`config.mk`:
```
export PLATFORM = sky130hd
export DESIGN_NAME = temp_monitor_n
export DESIGN_NICKNAME = d
export VERILOG_FILES = /design/src/rtl/temp_monitor_n.sv
export SDC_FILE = /design/constraint.sdc
export NUM_CORES = 1
export LEC_CHECK = 0
export ABC_AREA = 1
export CAP_MARGIN = 20
export CORE_UTILIZATION = 35
export CTS_CLUSTER_SIZE = 28
export DETAILED_ROUTE_END_ITERATION = 10
export PLACE_DENSITY_LB_ADDON = 0.2
export SYNTH_ARGS = -nofsm -noshare
export SYNTH_HDL_FRONTEND = slang
export SYNTH_SLANG_ARGS = --single-unit
```
`constraint.sdc`:
```
create_clock -name CLOCK_50 -period 4.8 [get_ports CLOCK_50]
set_input_delay 0.48 -clock CLOCK_50 [delete_from_list [all_inputs] [get_ports CLOCK_50]]
set_output_delay 0.48 -clock CLOCK_50 [all_outputs]
set_load 0.01 [all_outputs]
```
`src/rtl/temp_monitor_n.sv`:
```
// Per-channel temperature tracker (current/min/max, HOT/NORMAL/COLD with hysteresis) with a serial BCD display converter.
// Flags follow a sample by one cycle; display publishes DATA_W+1 cycles after latching; no backpressure, samples are always accepted.
module temp_monitor_n #(
    parameter int  CHANNELS   = 4,
    parameter int  DATA_W     = 8,
    parameter int  HYST       = 2,
    parameter int  BCD_DIGITS = 3,
    localparam int CW         = (CHANNELS > 1) ? $clog2(CHANNELS) : 1
) (
    input  logic                    CLOCK_50,
    input  logic                    rst,
    input  logic                    sample_valid,
    input  logic [CW-1:0]           sample_ch,
    input  logic [DATA_W-1:0]       sample_data,
    input  logic [DATA_W-1:0]       thresh_hi,
    input  logic [DATA_W-1:0]       thresh_lo,
    input  logic [CW-1:0]           disp_sel,
    input  logic [1:0]              disp_mode,
    output logic [CHANNELS-1:0]     hot,
    output logic [CHANNELS-1:0]     cold,
    output logic [4*BCD_DIGITS-1:0] disp_bcd,
    output logic                    busy,
    output logic                    disp_valid
);

    function automatic longint pow10(input int n);
        longint r;
        r = 1;
        for (int i = 0; i < n; i++) r = r * 10;
        return r;
    endfunction

    generate
        if (pow10(BCD_DIGITS) <= ((longint'(1) << DATA_W) - 1)) begin : g_bcd_too_narrow
            $error("BCD_DIGITS too small to display every DATA_W value");
        end
    endgenerate

    localparam int             BW     = 4 * BCD_DIGITS;
    localparam int             CNT_W  = $clog2(DATA_W + 1);
    localparam logic [CNT_W-1:0] LAST = CNT_W'(DATA_W - 1);
    localparam logic [CW:0]    CH_LIM = (CW + 1)'(CHANNELS);
    localparam logic [DATA_W:0] HYST_X = (DATA_W + 1)'(HYST);
    localparam logic [DATA_W:0] MAXV   = {1'b0, {DATA_W{1'b1}}};

    typedef enum logic [1:0] {CH_NORMAL, CH_HOT, CH_COLD} ch_state_e;
    typedef enum logic [1:0] {CV_IDLE, CV_CONV, CV_DONE} cv_state_e;

    ch_state_e           chst_q [CHANNELS];
    ch_state_e           chst_d [CHANNELS];
    logic [DATA_W-1:0]   cur_q  [CHANNELS];
    logic [DATA_W-1:0]   cur_d  [CHANNELS];
    logic [DATA_W-1:0]   min_q  [CHANNELS];
    logic [DATA_W-1:0]   min_d  [CHANNELS];
    logic [DATA_W-1:0]   max_q  [CHANNELS];
    logic [DATA_W-1:0]   max_d  [CHANNELS];
    logic [CHANNELS-1:0] seen_q, seen_d;
    logic [CHANNELS-1:0] hot_nxt;

    cv_state_e           cv_q, cv_d;
    logic [CNT_W-1:0]    cnt_q, cnt_d;
    logic [DATA_W-1:0]   bin_q, bin_d;
    logic [BW-1:0]       bcd_q, bcd_d;
    logic [BW-1:0]       out_q, out_d;
    logic [BW-1:0]       adj;
    logic                dirty_q, dirty_d;
    logic [CW-1:0]       sel_q;
    logic [1:0]          mode_q;

    logic                smp_acc;
    logic                dirty_evt;
    logic [DATA_W-1:0]   hi_m, lo_p;
    logic [DATA_W:0]     lo_sum;
    logic [DATA_W-1:0]   disp_val;
    logic [DATA_W-1:0]   pop;

    function automatic ch_state_e ch_next(input ch_state_e s, input logic [DATA_W-1:0] d,
                                          input logic [DATA_W-1:0] hi, input logic [DATA_W-1:0] lo,
                                          input logic [DATA_W-1:0] him, input logic [DATA_W-1:0] lop);
        ch_state_e n;
        n = s;
        if (d > hi)
            n = CH_HOT;
        else if (d < lo)
            n = CH_COLD;
        else if (s == CH_HOT && d < him)
            n = CH_NORMAL;
        else if (s == CH_COLD && d > lop)
            n = CH_NORMAL;
        return n;
    endfunction

    // Exit thresholds saturate so the hysteresis band never wraps around.
    always_comb begin
        hi_m   = ({1'b0, thresh_hi} >= HYST_X) ? DATA_W'({1'b0, thresh_hi} - HYST_X) : '0;
        lo_sum = {1'b0, thresh_lo} + HYST_X;
        lo_p   = (lo_sum > MAXV) ? MAXV[DATA_W-1:0] : lo_sum[DATA_W-1:0];
    end

    assign smp_acc = sample_valid && ({1'b0, sample_ch} < CH_LIM);

    always_comb begin
        seen_d = seen_q;
        for (int i = 0; i < CHANNELS; i++) begin
            chst_d[i] = chst_q[i];
            cur_d[i]  = cur_q[i];
            min_d[i]  = min_q[i];
            max_d[i]  = max_q[i];
            if (smp_acc && sample_ch == CW'(i)) begin
                cur_d[i]  = sample_data;
                seen_d[i] = 1'b1;
                if (!seen_q[i] || sample_data < min_q[i]) min_d[i] = sample_data;
                if (!seen_q[i] || sample_data > max_q[i]) max_d[i] = sample_data;
                chst_d[i] = ch_next(chst_q[i], sample_data, thresh_hi, thresh_lo, hi_m, lo_p);
            end
        end
    end

    always_comb begin
        for (int i = 0; i < CHANNELS; i++) begin
            hot[i]     = (chst_q[i] == CH_HOT);
            cold[i]    = (chst_q[i] == CH_COLD);
            hot_nxt[i] = (chst_d[i] == CH_HOT);
        end
    end

    always_comb begin
        pop = '0;
        for (int i = 0; i < CHANNELS; i++) pop = pop + {{(DATA_W-1){1'b0}}, hot[i]};
    end

    always_comb begin
        disp_val = '0;
        if (disp_mode == 2'b11)
            disp_val = pop;
        else if ({1'b0, disp_sel} < CH_LIM) begin
            case (disp_mode)
                2'b00:   disp_val = cur_q[disp_sel];
                2'b01:   disp_val = min_q[disp_sel];
                default: disp_val = max_q[disp_sel];
            endcase
        end
    end

    assign dirty_evt = (smp_acc && sample_ch == disp_sel)
                     || (disp_sel != sel_q) || (disp_mode != mode_q)
                     || (disp_mode == 2'b11 && hot_nxt != hot);

    // Add-3 is applied before each shift; the result only reaches disp_bcd on the last step.
    always_comb begin
        for (int d = 0; d < BCD_DIGITS; d++)
            adj[4*d +: 4] = (bcd_q[4*d +: 4] >= 4'd5) ? bcd_q[4*d +: 4] + 4'd3 : bcd_q[4*d +: 4];
    end

    always_comb begin
        cv_d    = cv_q;
        cnt_d   = cnt_q;
        bin_d   = bin_q;
        bcd_d   = bcd_q;
        out_d   = out_q;
        dirty_d = dirty_q;
        case (cv_q)
            CV_IDLE: begin
                if (dirty_q) begin
                    dirty_d = 1'b0;
                    bin_d   = disp_val;
                    bcd_d   = '0;
                    cnt_d   = '0;
                    cv_d    = CV_CONV;
                end
            end
            CV_CONV: begin
                bcd_d = {adj[BW-2:0], bin_q[DATA_W-1]};
                bin_d = bin_q << 1;
                cnt_d = cnt_q + 1'b1;
                if (cnt_q == LAST) begin
                    out_d = {adj[BW-2:0], bin_q[DATA_W-1]};
                    cv_d  = CV_DONE;
                end
            end
            default: cv_d = CV_IDLE;
        endcase
        if (dirty_evt) dirty_d = 1'b1;
    end

    assign disp_bcd   = out_q;
    assign busy       = (cv_q != CV_IDLE);
    assign disp_valid = (cv_q == CV_DONE);

    always_ff @(posedge CLOCK_50) begin
        if (rst) begin
            for (int i = 0; i < CHANNELS; i++) begin
                chst_q[i] <= CH_NORMAL;
                cur_q[i]  <= '0;
                min_q[i]  <= '0;
                max_q[i]  <= '0;
            end
            seen_q  <= '0;
            cv_q    <= CV_IDLE;
            cnt_q   <= '0;
            bin_q   <= '0;
            bcd_q   <= '0;
            out_q   <= '0;
            dirty_q <= 1'b1;
        end else begin
            chst_q  <= chst_d;
            cur_q   <= cur_d;
            min_q   <= min_d;
            max_q   <= max_d;
            seen_q  <= seen_d;
            cv_q    <= cv_d;
            cnt_q   <= cnt_d;
            bin_q   <= bin_d;
            bcd_q   <= bcd_d;
            out_q   <= out_d;
            dirty_q <= dirty_d;
        end
        sel_q  <= disp_sel;
        mode_q <= disp_mode;
    end

endmodule

```
==> out/results.txt <==
Post-Layout Cell Count = 1,675
Die area = 26,820 µm²
Post-layout util = 0.4168
Post_cts resized = 0
Global Route Usage Sum = 0.2051
Clock slew at reported path FFs = 70 ps
Worst-case clock buffer depth = 2
Row count = 58
Synth Warn # = 0
Postcts setup bufs = 0
CP Capture Type = flip-flop
First-pass GRT wire length = 42,540 µm
Number of H-tree levels = 4
Syn_nets = 1,438
Dpl cell area = 9978 µm²
Largest net degree at the start of global routing = 77
# Max-Cap Violations = 0
Sequential cell area fraction in the yosys report = 0.3301
Initial antenna violation count = 0
Post-route ant nets = 0
First drt pass iteration count = 7
Status = completed
CP most frequent cell = nand2_1
Crit path DAT = 3740 ps
Root Driver = clkbuf_16
Yosys reg bits = 151
Hold Path Class = in -> reg
CP max stage cell = clkdlybuf4s50_1
Final Hold Vio Count = 0
Netlist cell types = 42
Area share of the largest cell type after synthesis = 0.3301
Mapped cell area = 9159 µm²
Gp weighted congestion = 0.8549
Number of enable flip-flop cells after synthesis = 0
Final wirelength = 26,390 µm
Vias = 8,499
Ys async rst share = 0
TritonCTS buffer count = 17
Starting density of the core = 0.3606
Period utilization = 0.7119
Syn Inst Count = 1,302
IO Count = 55
CTS tree = done
Worst Path Required = 5130 ps
Most frequent cells in the layout = nand2_1 (221), a21oi_1 (201), inv_1 (160)
Layout cells sized above 1 = 0.06022
Synth-to-Final Area Change = 15.59%
Worst-path fanout max = 6
Main synth FF type = dfxtp_1
IR drop worst, VDD = 0.2239 mV
Worst-Margin Slew = 927.3 ps
Mean Syn Cell Area = 7.034 µm²
Dpl hpwl = 18,310 µm
Port Buf Inserts = 54
Vias/cell = 5.074
Power Total = 0.003220 W
Final Critical Period = 3417 ps
Vias in the first global route = 7,926
Slew HR = 0.3795
Core ar. = 25,400 µm²
Average wire per cell in the routed design = 15.76 µm
Number of remaining DRC errors = 0
DR iter-0 viols = 616
Finish-stage setup viols = 0
Cell taking the most area after synthesis = dfxtp_1
PwrDens = 304.1 nW/µm²
Worst skew pair latency = 430 ps
RSZ-0062 raised after global routing = false
CTS Hold Bufs = 0
Final instance area = 10,590 µm²
Final Net Count = 1,468
Lkg Pwr = 4.335 nW
Final Skew = 12.02 ps
Diode count = 0
Clock Sinks = 151
Commonest non-fill, non-tap cell in the layout = nand2_1
Crit Path Class = in -> reg
Fillers = 2,675
Die Width = 163.8 µm
Largest cells by area after synthesis = dfxtp_1 (33%), ha_1 (14%), a21oi_1 (11%)
Final slew viol count = 0
Total gr overflow = 0
Chip Height = 163.8 µm
Placed insts = 1,642
Largest stage delay on the critical path = 510 ps
Post-Route Setup TNS = 0 ps
FMAX = 292.7 MHz
CP startpoint kind = input pin
==> state kept, by name (all words and copies together) (netlist names) <==
register  cells
disp_bcd     12
bcd_q        12
dirty_q       1
max_q        32
mode_q        2
cur_q        32
cnt_q         4
cv_q          2
sel_q         2
min_q        32
seen_q        4
chst_q        8
bin_q         8
==> cells by family after synthesis <==
| kind of cell | after synthesis | synth area share |
|---|---|---|
| adder cells (fa/ha/maj) | 103 | 0.1415 |
| buffers and inverters | 231 | 0.09713 |
| XOR/XNOR | 10 | 0.009562 |
| AND/OR/NAND/NOR | 390 | 0.1734 |
| AO/OA/AOI/OAI | 417 | 0.2484 |
| flip-flops | 151 | 0.3301 |
==> report_power, final <==
| part | switching, W | total, W | leakage [nW] | internal, W |
|---|---|---|---|---|
| logic | 0.000350 | 0.000548 | 2.83 | 0.000199 |
| registers | 0.0000257 | 0.00133 | 1.23 | 0.00131 |
| clock network | 0.000606 | 0.00134 | 0.274 | 0.000734 |
| total | 0.000981 | 0.00322 | 4.34 | 0.00224 |
==> cells in the mapped netlist (10+ instances only) <==
| master | instances |
|---|---|
| dfxtp_1 | 151 |
| nor2_1 | 103 |
| buf_2 | 18 |
| nand3_1 | 37 |
| ha_1 | 102 |
| a21oi_1 | 201 |
| o211ai_1 | 10 |
| nand4_1 | 10 |
| clkbuf_1 | 41 |
| xor2_1 | 10 |
| inv_1 | 161 |
| o21ai_0 | 139 |
| nand2_1 | 221 |
==> critical path, delay by kind of cell <==
kind | cells | cell delay, ps
simple gates | 15 | 1190
compound gates | 4 | 560
fa+ha+maj | 2 | 610
buf+inv | 5 | 880
==> per-stage QoR <==
stage / hold WS (ps) / setup WS (ps)
detailed placement: 447.8 / 970.2
floorplan: 424.6 / 1839
CTS: 379.8 / 1419
finish: 398.7 / 1383
global placement: 442.0 / 1023
global route: 436.0 / 923.9
==> path summary, 6_finish.rpt <==
path | from | end | slack (ps) | depth (start not counted)
worst max-delay path | thresh_lo[1] | dirty_q | 1380 | 26
worst min-delay path | rst | disp_bcd[4] | 400 | 4
worst max register to register | cnt_q[0] | disp_bcd[6] | 2360 | 8
worst min register to register | cur_q[22] | cur_q[22] | 460 | 2
==> final cells by class <==
| type | count | area, µm² | share of cell area |
|---|---|---|---|
| multi-input cells | 920 | 5246 | 0.4956 |
| flip-flops and latches | 151 | 3023 | 0.2855 |
| repair buffers | 72 | 685.7 | 0.06477 |
| inverters | 170 | 638.1 | 0.06028 |
| clock buffers | 17 | 425.4 | 0.04018 |
| well taps | 330 | 412.9 | 0.03900 |
| clock inverters | 15 | 155.1 | 0.01466 |
==> routing by layer <==
layer | part of all wire | routed length, µm | global-route usage | vias to the layer above
li1 | - | - | - | 4422
met1 | 0.50 | 13220 | 0.2855 | 3888
met2 | 0.44 | 11660 | 0.3245 | 159
met3 | 0.037 | 987 | 0.02828 | 30
met4 | 0.020 | 518 | 0.06692 | 0
met5 | 0 | 0 | 0 | -
No activity file was read; power rests on OpenSTA's default activity.
==> RTL edit (config.mk and constraints unchanged) <==
The parameter `CHANNELS` goes from 4 to 2.
--- a/src/rtl/temp_monitor_n.sv
+++ b/src/rtl/temp_monitor_n.sv
@@ -1,7 +1,7 @@
 // Per-channel temperature tracker (current/min/max, HOT/NORMAL/COLD with hysteresis) with a serial BCD display converter.
 // Flags follow a sample by one cycle; display publishes DATA_W+1 cycles after latching; no backpressure, samples are always accepted.
 module temp_monitor_n #(
-    parameter int  CHANNELS   = 4,
+    parameter int  CHANNELS   = 2,
     parameter int  DATA_W     = 8,
     parameter int  HYST       = 2,
     parameter int  BCD_DIGITS = 3,
Ports: changed (resized cold, disp_sel, hot and sample_ch); port bits go from 55 to 49. The function was not compared with the original's and may differ.
==> RTL edit against the unedited design <==
  * Cell area down 35%
  * Via count down 38%
  * Global-route usage down 2.2 points
  * Sequential cell count down 55
  * Core utilization down 0.069 points
  * Critical path depth down 4
  * Total power down 39%
  * Hold slack better by 57 ps
  * Area after synthesis down 36%
  * Setup slack better by 140 ps
  * Count of clock-buffer cells in the layout down 7
  * Register-to-register slack better by 370 ps
  * Routed wire length down 43%
  * Critical path type unchanged
==> RTL edit: results (changes against the unedited design) <==
Parameter                              Value

Placement
  Final HPWL from detailed placement ... 11,060 µm (-40%)
  Gp weighted congestion ... 0.8095 (-5.3%)
  Setup Slack @ Placement ... 1142 ps (+171.3 ps)
  Post-placement cell area ... 0.006556 mm² (-34%)
  Port buffer count ... 48 (-11%)

Timing
  Layout Skew ... 11.41 ps (-0.6098 ps)
  Worst-Margin Slew ... 1076 ps (+148.6 ps)

Pwr
  Power of the clock network ... 0.000729 W (-46%)
  LEAKAGE ... 2.928 nW (-32%)
  Power drawn by the combinational cells ... 0.000377 W (-31%)
  Worst IR Drop VDD ... 154.3 µV (-31%)

Min path
  Worst min path class ... reg -> reg

Status
  Outcome ... completed

Global route
  Routing usage on met1 ... 24.44% (-4.1 points)
  Met3 routing resource usage after global routing ... 2.122% (-0.71 points)
  Wire length of the first global-routing pass ... 25,140 µm (-41%)
  All-Layer GR Usage ... 18.28% (-2.2 points)

Layout
  Share of post-route cells with drive strength above 1 ... 5.889% (-0.13 points)

Synthesis
  Synthesized netlist net count ... 907 (-37%)
  Dominant cells by area after synthesis ... sky130_fd_sc_hd__dfxtp_1, sky130_fd_sc_hd__ha_1, sky130_fd_sc_hd__a21oi_1

Worst setup path
  Data arrival at the endpoint of the critical path ... 3530 ps (-210 ps)
  Worst reg2reg path endpoint ... max_q[2]
  Launching point of the worst reg2reg path ... max_q[7]
  Crit path from ... thresh_lo[2]

CTS
  Number of clock buffers inserted by TritonCTS ... 9 (-8)
  Clock insertion delay at the later pin of the skew report ... 350 ps (-80 ps)
-- RTL edit: logic make-up (layout without fill, tap and decap cells) --
logic type / count (synthesis) / count (layout) / share of synthesized area (%)
compound gates: 243 / 243 / 23.49
simple gates: 239 / 239 / 17.45
buf+inv: 146 / 190 / 9.768
flops: 96 / 96 / 32.69
fa+ha+maj: 71 / 71 / 15.11
xor+xnor: 10 / 10 / 1.490
-- RTL edit: metal layers --
layer	wire, µm	up-vias
met5	0	-
met4	231	0
met3	379	16
met2	6928	79
met1	7535	2379
li1	-	2814
-- RTL edit: cell type report --
class | count | area (µm²)
multi-input cells | 563 | 3383
repair buffers | 54 | 525.5
clock inverters | 6 | 66.31
fillers | 1778 | 9614
well taps | 220 | 275.3
inverters | 120 | 450.4
flip-flops and latches | 96 | 1922
clock buffers | 10 | 229.0
-- RTL edit: critical path: stages --
cell	delay, ps
sky130_fd_sc_hd__clkdlybuf4s50_1	500
sky130_fd_sc_hd__ha_1	190
sky130_fd_sc_hd__nand3_1	120
sky130_fd_sc_hd__xor2_1	170
sky130_fd_sc_hd__nor4_1	340
sky130_fd_sc_hd__nand3_2	120
sky130_fd_sc_hd__nand2_2	150
sky130_fd_sc_hd__nor2_1	60
sky130_fd_sc_hd__ha_1	290
sky130_fd_sc_hd__nand2_1	70
sky130_fd_sc_hd__nor2_1	150
sky130_fd_sc_hd__nand2_1	70
sky130_fd_sc_hd__nand2_1	110
sky130_fd_sc_hd__nand3_1	90
sky130_fd_sc_hd__nand2_1	60
sky130_fd_sc_hd__nand2_1	50
sky130_fd_sc_hd__a21oi_2	170
sky130_fd_sc_hd__nand4_1	100
sky130_fd_sc_hd__nand2_1	80
sky130_fd_sc_hd__nand2_1	50
sky130_fd_sc_hd__nand2_1	50
sky130_fd_sc_hd__nand2_1	40
